File: config.mk
export PLATFORM = sky130hd
export DESIGN_NAME = bus_arbiter_8
export DESIGN_NICKNAME = d
export VERILOG_FILES = /design/src/rtl/bus_arbiter_8.sv
export SDC_FILE = /design/constraint.sdc
export NUM_CORES = 1
export LEC_CHECK = 0
export ABC_AREA = 1
export BUFFER_PORTS_ARGS = -buffer_cell sky130_fd_sc_hd__clkbuf_2
export CORE_ASPECT_RATIO = 1.1
export CORE_UTILIZATION = 49
export CTS_CLUSTER_SIZE = 25
export DETAILED_ROUTE_END_ITERATION = 10
export HOLD_SLACK_MARGIN = 0.03
export PLACE_DENSITY_LB_ADDON = 0.12
export SETUP_SLACK_MARGIN = 0.1
export SYNTH_ARGS = -nofsm -noshare
export SYNTH_HDL_FRONTEND = slang
export SYNTH_SLANG_ARGS = --single-unit
File: constraint.sdc
create_clock -name Clk -period 2.3 [get_ports Clk]
set_input_delay 0.69 -clock Clk [delete_from_list [all_inputs] [get_ports Clk]]
set_output_delay 0.69 -clock Clk [all_outputs]
set_load 0.1 [all_outputs]
File: src/rtl/bus_arbiter_8.sv
// Round-robin owner of the 8-source result bus: drives the mux select and grants bounded bursts.
// Grant and Sel follow Req by one edge; each beat reaches DataOut one cycle later; handover needs no idle cycle.
module bus_arbiter_8 #(
    parameter int W         = 16,
    parameter int MAX_BURST = 4
) (
    input  logic         Clk,
    input  logic         Reset_n,
    input  logic [7:0]   Req,
    input  logic [W-1:0] BusIn,
    output logic [2:0]   Sel,
    output logic [7:0]   Grant,
    output logic         Busy,
    output logic [W-1:0] DataOut,
    output logic         DataValid,
    output logic [2:0]   DataSrc
);

    typedef enum logic {S_IDLE, S_GRANT} state_t;

    state_t         state_q, state_d;
    logic [2:0]     owner_q, owner_d;
    logic [7:0]     beat_cnt_q, beat_cnt_d;
    logic [2:0]     last_owner_q, last_owner_d;
    logic [7:0]     grant_q, grant_d;
    logic [W-1:0]   data_out_q, data_out_d;
    logic           data_valid_q, data_valid_d;
    logic [2:0]     data_src_q, data_src_d;

    logic [2:0]     search_ptr;
    logic [2:0]     winner;
    logic           any_req;
    logic           beat;
    logic           last_beat;

    // The pointer itself is visited last, so a lone requester can still win again.
    function automatic logic [2:0] rr_pick(input logic [7:0] req, input logic [2:0] ptr);
        logic [2:0] idx;
        rr_pick = ptr;
        for (int i = 8; i >= 1; i--) begin
            idx = ptr + 3'(i);
            if (req[idx]) rr_pick = idx;
        end
    endfunction

    assign search_ptr = (state_q == S_GRANT) ? owner_q : last_owner_q;
    assign winner     = rr_pick(Req, search_ptr);
    assign any_req    = |Req;
    assign beat       = (state_q == S_GRANT) && Req[owner_q];
    assign last_beat  = (({1'b0, beat_cnt_q} + 9'd1) == 9'(MAX_BURST));

    always_comb begin
        state_d      = state_q;
        owner_d      = owner_q;
        beat_cnt_d   = beat_cnt_q;
        last_owner_d = last_owner_q;
        grant_d      = grant_q;
        data_out_d   = data_out_q;
        data_valid_d = 1'b0;
        data_src_d   = data_src_q;

        case (state_q)
            S_IDLE: begin
                grant_d = 8'h00;
                if (any_req) begin
                    state_d    = S_GRANT;
                    owner_d    = winner;
                    grant_d    = 8'h01 << winner;
                    beat_cnt_d = 8'd0;
                end
            end
            S_GRANT: begin
                if (beat) begin
                    data_out_d   = BusIn;
                    data_src_d   = owner_q;
                    data_valid_d = 1'b1;
                    beat_cnt_d   = beat_cnt_q + 8'd1;
                end
                if (!beat || last_beat) begin
                    last_owner_d = owner_q;
                    beat_cnt_d   = 8'd0;
                    if (any_req) begin
                        owner_d = winner;
                        grant_d = 8'h01 << winner;
                    end else begin
                        state_d = S_IDLE;
                        grant_d = 8'h00;
                    end
                end
            end
            default: begin
                state_d = S_IDLE;
                grant_d = 8'h00;
            end
        endcase
    end

    always_ff @(posedge Clk or negedge Reset_n) begin
        if (!Reset_n) begin
            state_q      <= S_IDLE;
            owner_q      <= 3'd0;
            beat_cnt_q   <= 8'd0;
            last_owner_q <= 3'd7;
            grant_q      <= 8'h00;
            data_out_q   <= '0;
            data_valid_q <= 1'b0;
            data_src_q   <= 3'd0;
        end else begin
            state_q      <= state_d;
            owner_q      <= owner_d;
            beat_cnt_q   <= beat_cnt_d;
            last_owner_q <= last_owner_d;
            grant_q      <= grant_d;
            data_out_q   <= data_out_d;
            data_valid_q <= data_valid_d;
            data_src_q   <= data_src_d;
        end
    end

    assign Sel       = owner_q;
    assign Grant     = grant_q;
    assign Busy      = (state_q == S_GRANT);
    assign DataOut   = data_out_q;
    assign DataValid = data_valid_q;
    assign DataSrc   = data_src_q;

endmodule

# After elaboration in Yosys (flattened, before gate mapping)
# Index checks and enable logic that the tools add are counted.
[totals] register_bits=43 latchBits=0 mem_bits_rw=0 mem_bits_ro=0 in_bits=26 output_inout_bits=32 word_cells=77 mem_count=0
[op_classes] addsub=9 n_mul=0 div=0 order_cmp=8 n_eq_ne=4 shift=1 mux=39 n_bitwise=1 n_reduce_logical=7
[ops] op="$mux W8" n=5
[ops] op="$lt A3 B4 Y1 const B" n=8
[ops] op="$pmux W8 S2" n=2
[ops] op="$mux W3" n=10
[ops] op="$bmux W1 S3" n=8
[ops] op="$add A3 B3 Y3 const B" n=4
[ops] op="$mux W1" n=12
[ops] op="$add A8 B1 Y9 const B" n=1
[ops] op="$eq A9 B3 Y1 const B" n=1
[ops] op="$add A8 B1 Y8 const B" n=1
[ops] op="$reduce_or A8 Y1" n=1
[ops] op="$shl A1 B3 Y8 const A" n=1
[ops] op="$add A3 B2 Y3 const B" n=2
[ops] op="$pmux W3 S2" n=1
[ops] op="$reduce_and A2 Y1" n=3
[ops] op="$add A3 B1 Y3 const B" n=1
[ops] op="$ne A3 B1 Y1 const B" n=1
[ops] op="$ne A2 B1 Y1 const B" n=1
[ops] op="$ne A2 B2 Y1 const B" n=1
[ops] op="$pmux W1 S2" n=1
[ops] op="$logic_and A1 B1 Y1" n=1
[ops] op="$logic_not A1 Y1" n=1
[ops] op="$logic_or A1 B1 Y1" n=1
[ops] op="$not A1 Y1" n=1

# Longest topological paths before layout
[logic_depth] ltp_word=15 depth_mapped=23 depth_no_buf=22

# Worst setup path before layout
# No wires, ideal clock.
[synth_timing] kind="reg-to-reg" start="register state_q, in the netlist Busy" end="register grant_q[0], in the netlist Grant[0]" setup_ns=0.120 arrival_time_ns=3.009 required_time_ns=2.180 setup_slack_ns=-0.829 stages_incl_launch_ff=18 n_path_buf=2 synth_period_minus_slack_ns=3.129 cell_sequence="dfrtp_1 > buf_6 > nand2_2 > nand2_4 > inv_2 > ha_1 > buf_2 > inv_1 > nand3_1 > and2_1 > o21ai_2 > o22ai_1 > inv_1 > nand2_1 > nand3_1 > inv_1 > nand2_1 > nand2_1"
[synth_via] elab_chain_cells=15 elab_cells_between_ends=38 cone_classes="7 x add/sub; 1 x eq/ne; 1 x shift; 25 x mux; 1 x bitwise; 3 x reduce/logical"
[synth_lines] element="from (decl)" line_no="21" source="state_t state_q, state_d;"
[synth_lines] element="from (signal assigned)" line_no="109" source="state_q <= state_d;"
[synth_lines] element="$mux W3" line_no="46" source="assign search_ptr = (state_q == S_GRANT) ? owner_q : last_owner_q;"
[synth_lines] element="$add A3 B3 Y3" line_no="41" source="idx = ptr + 3'(i);"
[synth_lines] element="$bmux W1 S3" line_no="42" source="if (req[idx]) rr_pick = idx;"
[synth_lines] element="$mux W1 (implied by the code)" line_no="42"
[synth_lines] element="$mux W3 (7 in a row)" line_no="42"
[synth_lines] element="$shl A1 B3 Y8" line_no="68, 84"
[synth_lines] element="$mux W8" line_no="65, 82"
[synth_lines] element="$mux W8" line_no="79" source="if (!beat || last_beat) begin"
[synth_lines] element="$pmux W8 S2" line_no="62" source="case (state_q)"
[synth_lines] element="to (signal assigned)" line_no="113" source="grant_q <= grant_d;"
[synth_lines] element="to (decl)" line_no="25" source="logic [7:0] grant_q, grant_d;"
# Several ways; a longest one is shown, not always the timed one. The select of a mux whose other input is x is not followed.
# A chain may end at the register's enable or synchronous reset.

# Worst setup path in the final report
[layout_timing] start="register state_q, in the netlist Busy" end="register grant_q[1], in the netlist Grant[1]"
# The elaborated chain is that of the path after synthesis.

==> flow_metrics.py <==
metrics = {
    "status": {
        "status": "finished, violations left",
        "violations": "setup timing",
    },
    "global_route": {
        "grt_max_degree": 44,
        "gr-total-overflow": 0,
        "grt_pass1_wl_mm": 11.9,
        "grtUsageTotal": 0.265,
        "grt_pass1_vias": 2579,
        "antenna_found_initial": 0,
    },
    "yosys": {
        "synth_top_area_frac": 0.371,
        "synth-seq-area-share": 0.400,
        "synth.net_count": 398,
        "avgSynthCellArea_um2": 7.32,
        "ys.flop_type": "dfrtp_1",
        "async_flop_share": 1.00,
        "yosysUniqueCellTypes": 35,
        "synth_area_leader_cell": "dfrtp_1",
        "synth_edf_count": 0,
        "netlist_top_cells_area": "dfrtp_1 (37%), nand2_1 (20%), nand3_1 (6.5%)",
        "syn_area_um2": 2700,
        "ys_seq_elements": 43,
        "postSynthCellCount": 369,
        "ys_warn_count": 0,
    },
    "min_path": {
        "hp-class": "in -> async",
    },
    "critical_path": {
        "path_max_fanout": 7,
        "cp_data_required_time_ns": 2.52,
        "reg2reg_slack_ns": -0.006,
        "r2r_cells": 18,
        "critical_path_class": "reg -> reg",
        "endpoint_kind": "flop",
        "start_kind": "flop",
        "critPathArrivalTime_ns": 2.53,
    },
    "die": {
        "rows": 27,
        "dieArea_um2": 5810,
        "start_util": 0.522,
        "core_um2": 5170,
        "io-pin-count": 58,
        "die_w_um": 72.8,
        "die_y_um": 79.9,
    },
    "clock_network": {
        "worstSkewPairLatency_ns": 0.29,
        "cts_tree": "yes",
        "cts_buffer_depth": 2,
        "clk_pin_slew_ns": 0.08,
        "root_buffer": "clkbuf_8",
        "clkSinkCount": 43,
        "cts_buffers": 5,
        "htreeDepth": 2,
    },
    "place": {
        "gp_congestion": 0.884,
        "io_buffer_count": 57,
        "dpl.hpwl_mm": 5.30,
    },
    "final_layout": {
        "drive_above_1_share": 0.435,
        "nets": 490,
        "syn_to_final_growth_pct": 38.0,
        "final_common_cell": "nand2_1",
        "final_cell_mix": "nand2_1 (119), clkbuf_2 (57), dfrtp_1 (37)",
        "n_antenna_cell": 0,
    },
    "sta": {
        "fin_skew_ns": 0.00785,
        "hold_violations": 0,
        "fin_crit_sh": 1.00,
        "post-route-min-period_ns": 2.31,
        "clock.fmax_mhz": 434,
        "hold_ws_ns": 0.359,
        "setup_viol": 2,
        "finalWorstSetupSlack_ns": -0.00615,
        "worst_slew_pin_slew_ns": 0.568,
        "slew-limit-headroom": 0.621,
        "rsz0062_at_grt": "yes",
        "drv_slew": 0,
    },
    "drt": {
        "dr_wl_met3_um": 370,
        "dr.max_layer_used": "met4",
        "met2_wirelength_mm": 3.77,
        "first_iter_violations": 154,
        "drtPass1Iterations": 5,
        "ant_nets": 0,
        "drcViolationCount": 0,
        "wl_per_cell_um": 13.5,
        "vias": 2722,
        "via_per_inst": 5.10,
        "wl_met1_mm": 2.91,
        "totalWireLength_mm": 7.20,
    },
    "job": {
        "cap_violations": 0,
    },
}
cell usage after synthesis (all sizes together), types with 2 or more instances:
master,n
a21oi,8
buf,4
clkbuf,2
clkinv,2
dfrtp,40
dfstp,3
ha,3
inv,41
nand2,168
nand3,42
nand4,2
nor2,10
nor3,2
nor4,3
o21ai,25
o21bai,2
o22ai,4
xor2,4
sequential cells by signal (all words and copies together) (netlist names):
| register | cells |
|---|---|
| DataOut | 16 |
| last_owner_q | 3 |
| Busy | 1 |
| DataSrc | 3 |
| Grant | 8 |
| DataValid | 1 |
| beat_cnt_q | 8 |
| Sel | 3 |
routing by layer:
layer	up-vias	track usage
li1	1365	-
met1	1244	0.328
met2	97	0.464
met3	16	0.0417
met4	0	0.0922
met5	-	0
cell type report:
type | count | area, µm²
repair inverters | 1 | 5.00
fillers | 415 | 1440
clock inverters | 1 | 8.76
flip-flops and latches | 43 | 1090
inverters | 43 | 183
well taps | 72 | 90.1
repair buffers | 90 | 568
clock buffers | 7 | 86.3
multi-input cells | 277 | 1700
per-stage QoR:
stage | utilization | instances | setup TNS, ns | cell area, µm² | setup WS, ns
after floorplan | - | 369 | -1.21 | 2780 | -0.155
after global placement | 0.637 | 515 | -0.144 | 3290 | -0.0676
after detailed placement | 0.637 | 515 | -0.135 | 3290 | -0.0577
after CTS | 0.688 | 527 | 0 | 3560 | 0.0535
after global routing | 0.721 | 534 | -1.41 | 3730 | -0.157
final | 0.721 | 534 | -0.0102 | 3730 | -0.00615
path summary, 6_finish.rpt:
kind                            start         endpoint
max                              Busy         Grant[1]
min                           Reset_n       DataSrc[1]
max reg2reg                      Busy         Grant[1]
min reg2reg                DataOut[9]       DataOut[9]
max in group asynchronous     Reset_n  last_owner_q[1]
min in group Clk           DataOut[9]       DataOut[9]
cell families after synthesis:
group                    synth area share
AO/OA/AOI/OAI                      0.0996
buffers and inverters              0.0755
AND/OR/NAND/NOR                     0.398
XOR/XNOR                           0.0130
flip-flops                          0.400
adder cells (fa/ha/maj)            0.0139
critical path, cell delays in order, from the launching register on:
cell and delay [ns]:
dfrtp_4 0.51, buf_6 0.15, nand2_4 0.08, nand2_4 0.07
buf_8 0.14, buf_4 0.15, nand2_2 0.07, nand3_2 0.09
nand3_2 0.10, nand2_2 0.07, inv_1 0.05, nand3_1 0.07
nand2_1 0.07, nand2_2 0.05, nand2_2 0.09, nand2_4 0.06
a21oi_4 0.22, nand2_4 0.09, o21bai_2 0.10
repair_timing:
action                                  4_1_cts  5_1_grt
setup buffers                                 4        6
hold buffers                                  0        0
gates resized for setup                      34       31
endpoints found under the setup margin       11       15
gates cloned                                  0        1
pin swaps                                    22       20
Power is left out: the tool's default activity adds up to more than one toggle a clock period on the data nets, which glitch-free logic cannot reach.
